===== config.mk =====
export PLATFORM = sky130hd
export DESIGN_NAME = ip_scc_sound_dac_flat
export DESIGN_NICKNAME = d
export VERILOG_FILES = /design/src/rtl/ip_scc_sound_dac_pkg.sv /design/src/rtl/ip_scc_sound_dac_if.sv /design/src/rtl/ip_delta_sigma_1st.sv /design/src/rtl/ip_scc_sound_dac.sv /design/src/flat_wrapper.sv
export SDC_FILE = /design/constraint.sdc
export NUM_CORES = 1
export LEC_CHECK = 0
export ABC_AREA = 1
export BUFFER_PORTS_ARGS = -buffer_cell sky130_fd_sc_hd__buf_2
export CORE_UTILIZATION = 30
export CTS_BUF_LIST = sky130_fd_sc_hd__clkbuf_8
export DETAILED_ROUTE_END_ITERATION = 6
export PLACE_DENSITY = 0.51
export SYNTH_ARGS = -nofsm -noshare
export SYNTH_HDL_FRONTEND = slang
export SYNTH_SLANG_ARGS = --single-unit

===== constraint.sdc =====
create_clock -name clk -period 3.5 [get_ports clk]
set_input_delay 0 -clock clk [delete_from_list [all_inputs] [get_ports clk]]
set_output_delay 0 -clock clk [all_outputs]
set_load 0.05 [all_outputs]

===== src/rtl/ip_scc_sound_dac_pkg.sv =====
// Shared constants and ramp-FSM encoding for the SCC sound DAC back end.
// Latency: n/a (declarations only).
// Backpressure: n/a.
package ip_scc_sound_dac_pkg;

  localparam int DEF_SOUND_WIDTH = 11;  // signed SCC sample
  localparam int DEF_LEVEL_WIDTH = 16;  // signed scaled level / DAC data path
  localparam int VOLUME_WIDTH    = 4;   // unsigned volume 0..15
  localparam int GAIN_WIDTH      = 5;   // unsigned ramp gain 0..16
  localparam int GAIN_MAX        = 16;  // unity gain after the >>> GAIN_SHIFT
  localparam int GAIN_SHIFT      = 4;

  typedef enum logic [1:0] {
    ST_MUTED     = 2'd0,
    ST_RAMP_UP   = 2'd1,
    ST_ACTIVE    = 2'd2,
    ST_RAMP_DOWN = 2'd3
  } ramp_state_t;

endpackage


===== src/rtl/ip_scc_sound_dac_if.sv =====
// Sample/control/output bundle between the SCC wrapper and the sound DAC.
// Latency: n/a (wires only).
// Backpressure: none; sample_en is a one-clk strobe, outputs are free-running.
// Ports: sample_en, sound_in, volume, mute (master -> slave);
//        level_out, dac_out, ramp_busy (slave -> master).
interface ip_scc_sound_dac_if
  import ip_scc_sound_dac_pkg::*;
#(
  parameter int SOUND_WIDTH = DEF_SOUND_WIDTH,
  parameter int LEVEL_WIDTH = DEF_LEVEL_WIDTH
);

  logic                          sample_en;
  logic signed [SOUND_WIDTH-1:0] sound_in;
  logic [VOLUME_WIDTH-1:0]       volume;
  logic                          mute;
  logic signed [LEVEL_WIDTH-1:0] level_out;
  logic                          dac_out;
  logic                          ramp_busy;

  modport master (
    output sample_en, sound_in, volume, mute,
    input  level_out, dac_out, ramp_busy
  );

  modport slave (
    input  sample_en, sound_in, volume, mute,
    output level_out, dac_out, ramp_busy
  );

endinterface


===== src/rtl/ip_delta_sigma_1st.sv =====
// First-order delta-sigma 1-bit DAC; ones density of dac_out = u / 2^WIDTH.
// Latency: level change visible on dac_out 2 clk later (accumulator, then output flop).
// Backpressure: none; runs every clk.
// Ports: clk, reset (sync, active-high), level (signed, in), dac_out (out).
module ip_delta_sigma_1st
  import ip_scc_sound_dac_pkg::*;
#(
  parameter int WIDTH = DEF_LEVEL_WIDTH
) (
  input  logic             clk,
  input  logic             reset,
  input  logic [WIDTH-1:0] level,
  output logic             dac_out
);

  localparam logic [WIDTH-1:0] OFFSET = {1'b1, {(WIDTH-1){1'b0}}};

  logic [WIDTH:0]   acc;
  logic [WIDTH-1:0] u;

  // Flipping the sign bit turns two's complement into offset binary,
  // so a zero level sits at mid-scale (50% ones).
  assign u = level ^ OFFSET;

  always_ff @(posedge clk) begin
    if (reset) begin
      acc     <= '0;
      dac_out <= 1'b0;
    end else begin
      // The carry out of the previous sum is the output bit; it is dropped
      // from the running sum, which is the first-order noise-shaping step.
      acc     <= {1'b0, acc[WIDTH-1:0]} + {1'b0, u};
      dac_out <= acc[WIDTH];
    end
  end

endmodule


===== src/rtl/ip_scc_sound_dac.sv =====
// SCC audio back end: capture, volume, click-free mute ramp, 1-bit delta-sigma DAC.
// Latency: sample_en -> level_out 3 clk; level_out -> dac_out 2 clk more.
// Backpressure: none; one sample per sample_en strobe, pipeline runs every clk.
// Ports: clk, reset (sync, active-high), bus (slave modport: sample_en,
//        sound_in, volume, mute in; level_out, dac_out, ramp_busy out).
module ip_scc_sound_dac
  import ip_scc_sound_dac_pkg::*;
#(
  parameter int SOUND_WIDTH = DEF_SOUND_WIDTH,
  parameter int LEVEL_WIDTH = DEF_LEVEL_WIDTH
) (
  input  logic               clk,
  input  logic               reset,
  ip_scc_sound_dac_if.slave  bus
);

  localparam int P1_WIDTH = SOUND_WIDTH + VOLUME_WIDTH;  // sample * volume
  localparam int P2_WIDTH = P1_WIDTH + GAIN_WIDTH;       // * gain, before shift

  localparam logic [GAIN_WIDTH-1:0] GAIN_TOP = GAIN_WIDTH'(GAIN_MAX);
  localparam logic [GAIN_WIDTH-1:0] GAIN_ONE = GAIN_WIDTH'(1);

  ramp_state_t                   state;
  logic [GAIN_WIDTH-1:0]         gain;
  logic                          ramp_busy_q;
  logic signed [SOUND_WIDTH-1:0] ff_sample;
  logic signed [P1_WIDTH-1:0]    ff_p1;
  logic signed [LEVEL_WIDTH-1:0] level_q;
  logic signed [P1_WIDTH-1:0]    p1_next;
  logic signed [P2_WIDTH-1:0]    p2_prod;

  // Volume and gain are unsigned; a zero MSB makes them signed-positive so
  // both products are true signed multiplies. The product widths are large
  // enough that no term ever wraps.
  always_comb begin
    p1_next = P1_WIDTH'(ff_sample) * P1_WIDTH'($signed({1'b0, bus.volume}));
    p2_prod = P2_WIDTH'(ff_p1) * P2_WIDTH'($signed({1'b0, gain}));
  end

  always_ff @(posedge clk) begin
    if (reset) begin
      ff_sample <= '0;
      ff_p1     <= '0;
      level_q   <= '0;
    end else begin
      if (bus.sample_en) begin
        ff_sample <= bus.sound_in;
      end
      ff_p1   <= p1_next;
      // Arithmetic shift floors toward -inf; the result always fits LEVEL_WIDTH.
      level_q <= LEVEL_WIDTH'(p2_prod >>> GAIN_SHIFT);
    end
  end

  // Ramp FSM. A direction change wins over a sample step on the same edge.
  // The gain==bound guards only matter after a reversal that happened before
  // any step, and keep gain inside 0..GAIN_MAX.
  always_ff @(posedge clk) begin
    if (reset) begin
      state       <= ST_MUTED;
      gain        <= '0;
      ramp_busy_q <= 1'b0;
    end else begin
      case (state)
        ST_MUTED: begin
          if (!bus.mute) begin
            state       <= ST_RAMP_UP;
            ramp_busy_q <= 1'b1;
          end
        end
        ST_RAMP_UP: begin
          if (bus.mute) begin
            state <= ST_RAMP_DOWN;
          end else if (gain == GAIN_TOP) begin
            state       <= ST_ACTIVE;
            ramp_busy_q <= 1'b0;
          end else if (bus.sample_en) begin
            gain <= gain + GAIN_ONE;
            if (gain == GAIN_TOP - GAIN_ONE) begin
              state       <= ST_ACTIVE;
              ramp_busy_q <= 1'b0;
            end
          end
        end
        ST_ACTIVE: begin
          if (bus.mute) begin
            state       <= ST_RAMP_DOWN;
            ramp_busy_q <= 1'b1;
          end
        end
        ST_RAMP_DOWN: begin
          if (!bus.mute) begin
            state <= ST_RAMP_UP;
          end else if (gain == '0) begin
            state       <= ST_MUTED;
            ramp_busy_q <= 1'b0;
          end else if (bus.sample_en) begin
            gain <= gain - GAIN_ONE;
            if (gain == GAIN_ONE) begin
              state       <= ST_MUTED;
              ramp_busy_q <= 1'b0;
            end
          end
        end
      endcase
    end
  end

  assign bus.level_out = level_q;
  assign bus.ramp_busy = ramp_busy_q;

  ip_delta_sigma_1st #(
    .WIDTH (LEVEL_WIDTH)
  ) u_dac (
    .clk     (clk),
    .reset   (reset),
    .level   (level_q),
    .dac_out (bus.dac_out)
  );

endmodule


===== src/flat_wrapper.sv =====
// flat-port wrapper written by rule: the top's interface ports become plain ports
module ip_scc_sound_dac_flat import ip_scc_sound_dac_pkg::*;
#(
  parameter int SOUND_WIDTH = DEF_SOUND_WIDTH,
  parameter int LEVEL_WIDTH = DEF_LEVEL_WIDTH
)
  (clk, reset, bus_sample_en, bus_sound_in, bus_volume, bus_mute, bus_level_out, bus_dac_out, bus_ramp_busy);
  ip_scc_sound_dac_if #(.SOUND_WIDTH(SOUND_WIDTH), .LEVEL_WIDTH(LEVEL_WIDTH)) bus_i ();
  input  logic clk;
  input  logic reset;
  input wire logic [$bits(bus_i.sample_en)-1:0] bus_sample_en;
  input wire logic [$bits(bus_i.sound_in)-1:0] bus_sound_in;
  input wire logic [$bits(bus_i.volume)-1:0] bus_volume;
  input wire logic [$bits(bus_i.mute)-1:0] bus_mute;
  output wire logic [$bits(bus_i.level_out)-1:0] bus_level_out;
  output wire logic [$bits(bus_i.dac_out)-1:0] bus_dac_out;
  output wire logic [$bits(bus_i.ramp_busy)-1:0] bus_ramp_busy;
  assign bus_i.sample_en = bus_sample_en;
  assign bus_i.sound_in = bus_sound_in;
  assign bus_i.volume = bus_volume;
  assign bus_i.mute = bus_mute;
  assign bus_level_out = bus_i.level_out;
  assign bus_dac_out = bus_i.dac_out;
  assign bus_ramp_busy = bus_i.ramp_busy;
  ip_scc_sound_dac #(.SOUND_WIDTH(SOUND_WIDTH), .LEVEL_WIDTH(LEVEL_WIDTH)) u_core (.clk(clk), .reset(reset), .bus(bus_i));
endmodule

==> metrics.md <==
| Metric | Value |
|---|---|
| Fmax | `between 200 and 300 MHz` |
| Total number of vias | `6601` |
| DRT iter0 DRCs | `325` |
| Max VDD drop | `about 200 µV` |
| CP Launch Type | `flop` |
| Final TNS setup | `0 ns` |
| CTS root buf | `clkbuf_8` |
| Ys async rst share | `0%` |
| GRT Total Usage | `about an eighth` |
| Input/output buffers | `36` |
| Pre-CTS setup slack | `-0.0645 ns` |
| Clk_lat worst skew | `~0.36 ns` |
| CTS tree | `done` |
| Count leader, synth | `inv_1` |
| CP required | `about 3.8 ns` |
| Final setup viols | `0` |
| H-tree depth | `3` |
| Synth top area cells | `dfxtp_1, fa_1, ha_1` |
| Worst min path class | `input pin to flop` |
| Max-cap viol count | `0` |
| Remaining Overflow, GRT | `0` |
| Syn Nets | `1293` |
| DP HPWL | `between 10 and 15 mm` |
| Skew final | `between 0.015 and 0.02 ns` |
| Io pins | `37` |
| Total wire length | `~17 mm` |
| Status | `completed` |
| Syn avg cell area | `6.89 µm²` |
| Count of state elements after synthesis | `68` |
| Synth Warn # | `0` |
| Number of remaining DRC errors | `0` |
| Placer's final routability congestion estimate | `0.875` |
| Clock buffer depth | `2` |
| Synth cell count leaders | `inv_1, nand2_1, nor2_1` |
| Initial antenna violation count | `0` |
| Core footprint | `about 25000 µm²` |
| Fillers | `roughly 2.7k` |
| Rel. slew slack | `roughly half` |
| Syn Inst Count | `1121` |
| Die Ht | `162 µm` |
| CTS Buf Count | `9` |
| Clock sinks | `68` |
| Design Area, Final | `between 9000 and 10000 µm²` |
| FP Rows | `58` |
| Drt first pass iters | `6` |
| Drt via density | `about 4.3` |
| Final net count | `between 1k and 1.5k` |
| Arrival @ worst endpoint | `around 3.6 ns` |
| Clk pin slew, worst setup/hold paths | `around 0.08 ns` |
| Pin count of the biggest net entering global routing | `27` |
| Hold violation count in the final report | `0` |
| Share of cells above drive strength 1 | `15.5%` |
| Post-layout util | `36.6%` |
| Leading area contributor after synthesis | `dfxtp_1` |
| Vias in the first global route | `between 6k and 7k` |
| Die Wd | `between 150 and 200 µm` |
| Post-Synthesis Cell Area | `7720 µm²` |
| Unrepaired setup endpoints after global routing | `yes` |
| Post-synth EDFFs | `0` |
| Actual slew at the worst max-slew pin | `about 0.76 ns` |
| Crit end category | `flop` |
| Antenna Cells | `0` |
| Tcrit/Tclk final | `96.0%` |
| LEAKAGE | `5.31 nW` |
| CP cell instances | `buf_4 -> nand2_2 -> fa_2 -> fa_1 -> fa_1 -> inv_1 -> ha_4 -> nand2_1 -> nor4_1 -> nand2_1 -> nand2_1 -> nand2_1 -> nand2_1 -> nor2_1` |
| Critical path's largest stage delay | `0.63 ns` |
| Synth top area share | `between 10% and 20%` |
| Placement Cell Area | `roughly 8500 µm²` |
| Slowest CP cell | `fa_2` |
| Final worst-path setup slack | `0.140 ns` |
| Initial Util | `a little under a third` |
| Final slew viol count | `0` |
| Minimum clock period | `3.36 ns` |
| WS Path Type | `flop to flop` |
| Synth unique cells | `39` |
| Top delay family on crit path | `adder cells` |
| Number of antenna-violating nets in the routed design | `0` |
| Worst Path Buf+Inv | `2` |
| Crit-path most repeated cell | `nand2_1` |
| Synth-to-Final Area Change | `19.5%` |
| Pwr Density | `between 200 and 300 nW/µm²` |
| Sequential share of the synthesized area | `between 10% and 20%` |
| Max FO, Critical Path | `6` |
| Routed WL per cell | `about 11 µm` |
| First-pass GRT wire length | `28.7 mm` |
| Most common flop cell mapped by yosys | `dfxtp_1` |
| Die area | `approximately 26000 µm²` |
[cell families (layout without fill, tap and decap cells)]
kind of cell | count (synthesis) | after routing | synth area share, %
adder cells (fa/ha/maj) | 153 | 153 | 31.4
flip-flops | 68 | 68 | 17.6
buffers and inverters | 303 | 392 | 15.3
AO/OA/AOI/OAI | 138 | 138 | 9.71
XOR/XNOR | 13 | 13 | 1.47
AND/OR/NAND/NOR | 446 | 446 | 24.5
[final timing paths]
kind	startpoint	endpoint	depth (start not counted)	slack (ns)
setup / recovery	u_core.gain[1]	u_core.bus.level_out[15]	14	0.14
hold / removal	bus_mute	u_core.state[1]	4	0.04
setup reg to reg	u_core.gain[1]	u_core.bus.level_out[15]	14	0.14
hold reg to reg	u_core.u_dac.acc[16]	u_core.u_dac.dac_out	2	0.41
[cell usage in the layout (no fill, tap or decap), types with 6 or more instances in the layout]
cell type and count:
a21oi_1 57, a21oi_2 11, buf_2 36, buf_4 46
clkbuf_8 10, dfxtp_1 60, dlygate4sd3_1 12, fa_1 66
ha_1 71, ha_4 13, inv_1 274, nand2_1 250
nand2_2 17, nand3_1 34, nand4_1 6, nor2_1 105
nor3_1 7, o21ai_0 42, xor2_1 8
[registers in the layout, indices dropped and copies added (netlist names)]
register,cells
u_core.u_dac.acc,17
u_core.bus.level_out,16
u_core.ff_p1,15
u_core.ff_sample,11
u_core.gain,5
u_core.state,2
u_core.bus.ramp_busy,1
u_core.u_dac.dac_out,1
[power by group]
part	switching, mW	total [mW]	leakage [nW]	internal, mW
clock	0.322	0.743	0.116	0.421
sequential	0.0862	0.951	0.560	0.865
combinational	0.623	1.03	4.63	0.405
total	1.03	2.72	5.31	1.69
[stage by stage]
step | instances | power [mW] | hold slack, ns
CTS | 1534 | 2.69 | 0.0120
detailed placement | 1506 | 1.92 | 0.228
global route | 1540 | 2.96 | 0.0632
global placement | 1506 | 1.90 | 0.221
finish | 1540 | 2.72 | 0.0372
floorplan | 1121 | 1.67 | 0.135
[area by class of cell]
| class | instances | area, µm² | area share [%] |
|---|---|---|---|
| multi-input combinational | 750 | 5480 | 59.4 |
| sequential | 68 | 1380 | 14.9 |
| inverter | 279 | 1050 | 11.4 |
| timing repair buffer | 97 | 683 | 7.41 |
| tap | 330 | 413 | 4.48 |
| clock buffer | 10 | 138 | 1.49 |
| clock inverter | 6 | 87.6 | 0.949 |
[repair_timing]
| item | CTS | global route |
|---|---|---|
| hold endpoints to repair | 12 | 0 |
| gates resized for setup | 6 | 66 |
| hold buffers | 12 | 0 |
| setup endpoints to repair | 11 | 14 |
| setup buffers | 0 | 6 |
| pin swaps | 0 | 32 |
[routing by layer]
layer	part of all wire (%)	global-route usage, %	wire length, µm
met3	2.7	2.55	452
met5	0	0	0
met2	49	24.0	8290
met1	47	15.9	7890
met4	1.2	3.52	194
[tightest hold or removal path: cells and delay by family]
family	cells	cell delay, ns
simple gates	2	0.16
buf+inv	1	0.14
compound gates	1	0.06
No activity file was read; power rests on OpenSTA's default activity.
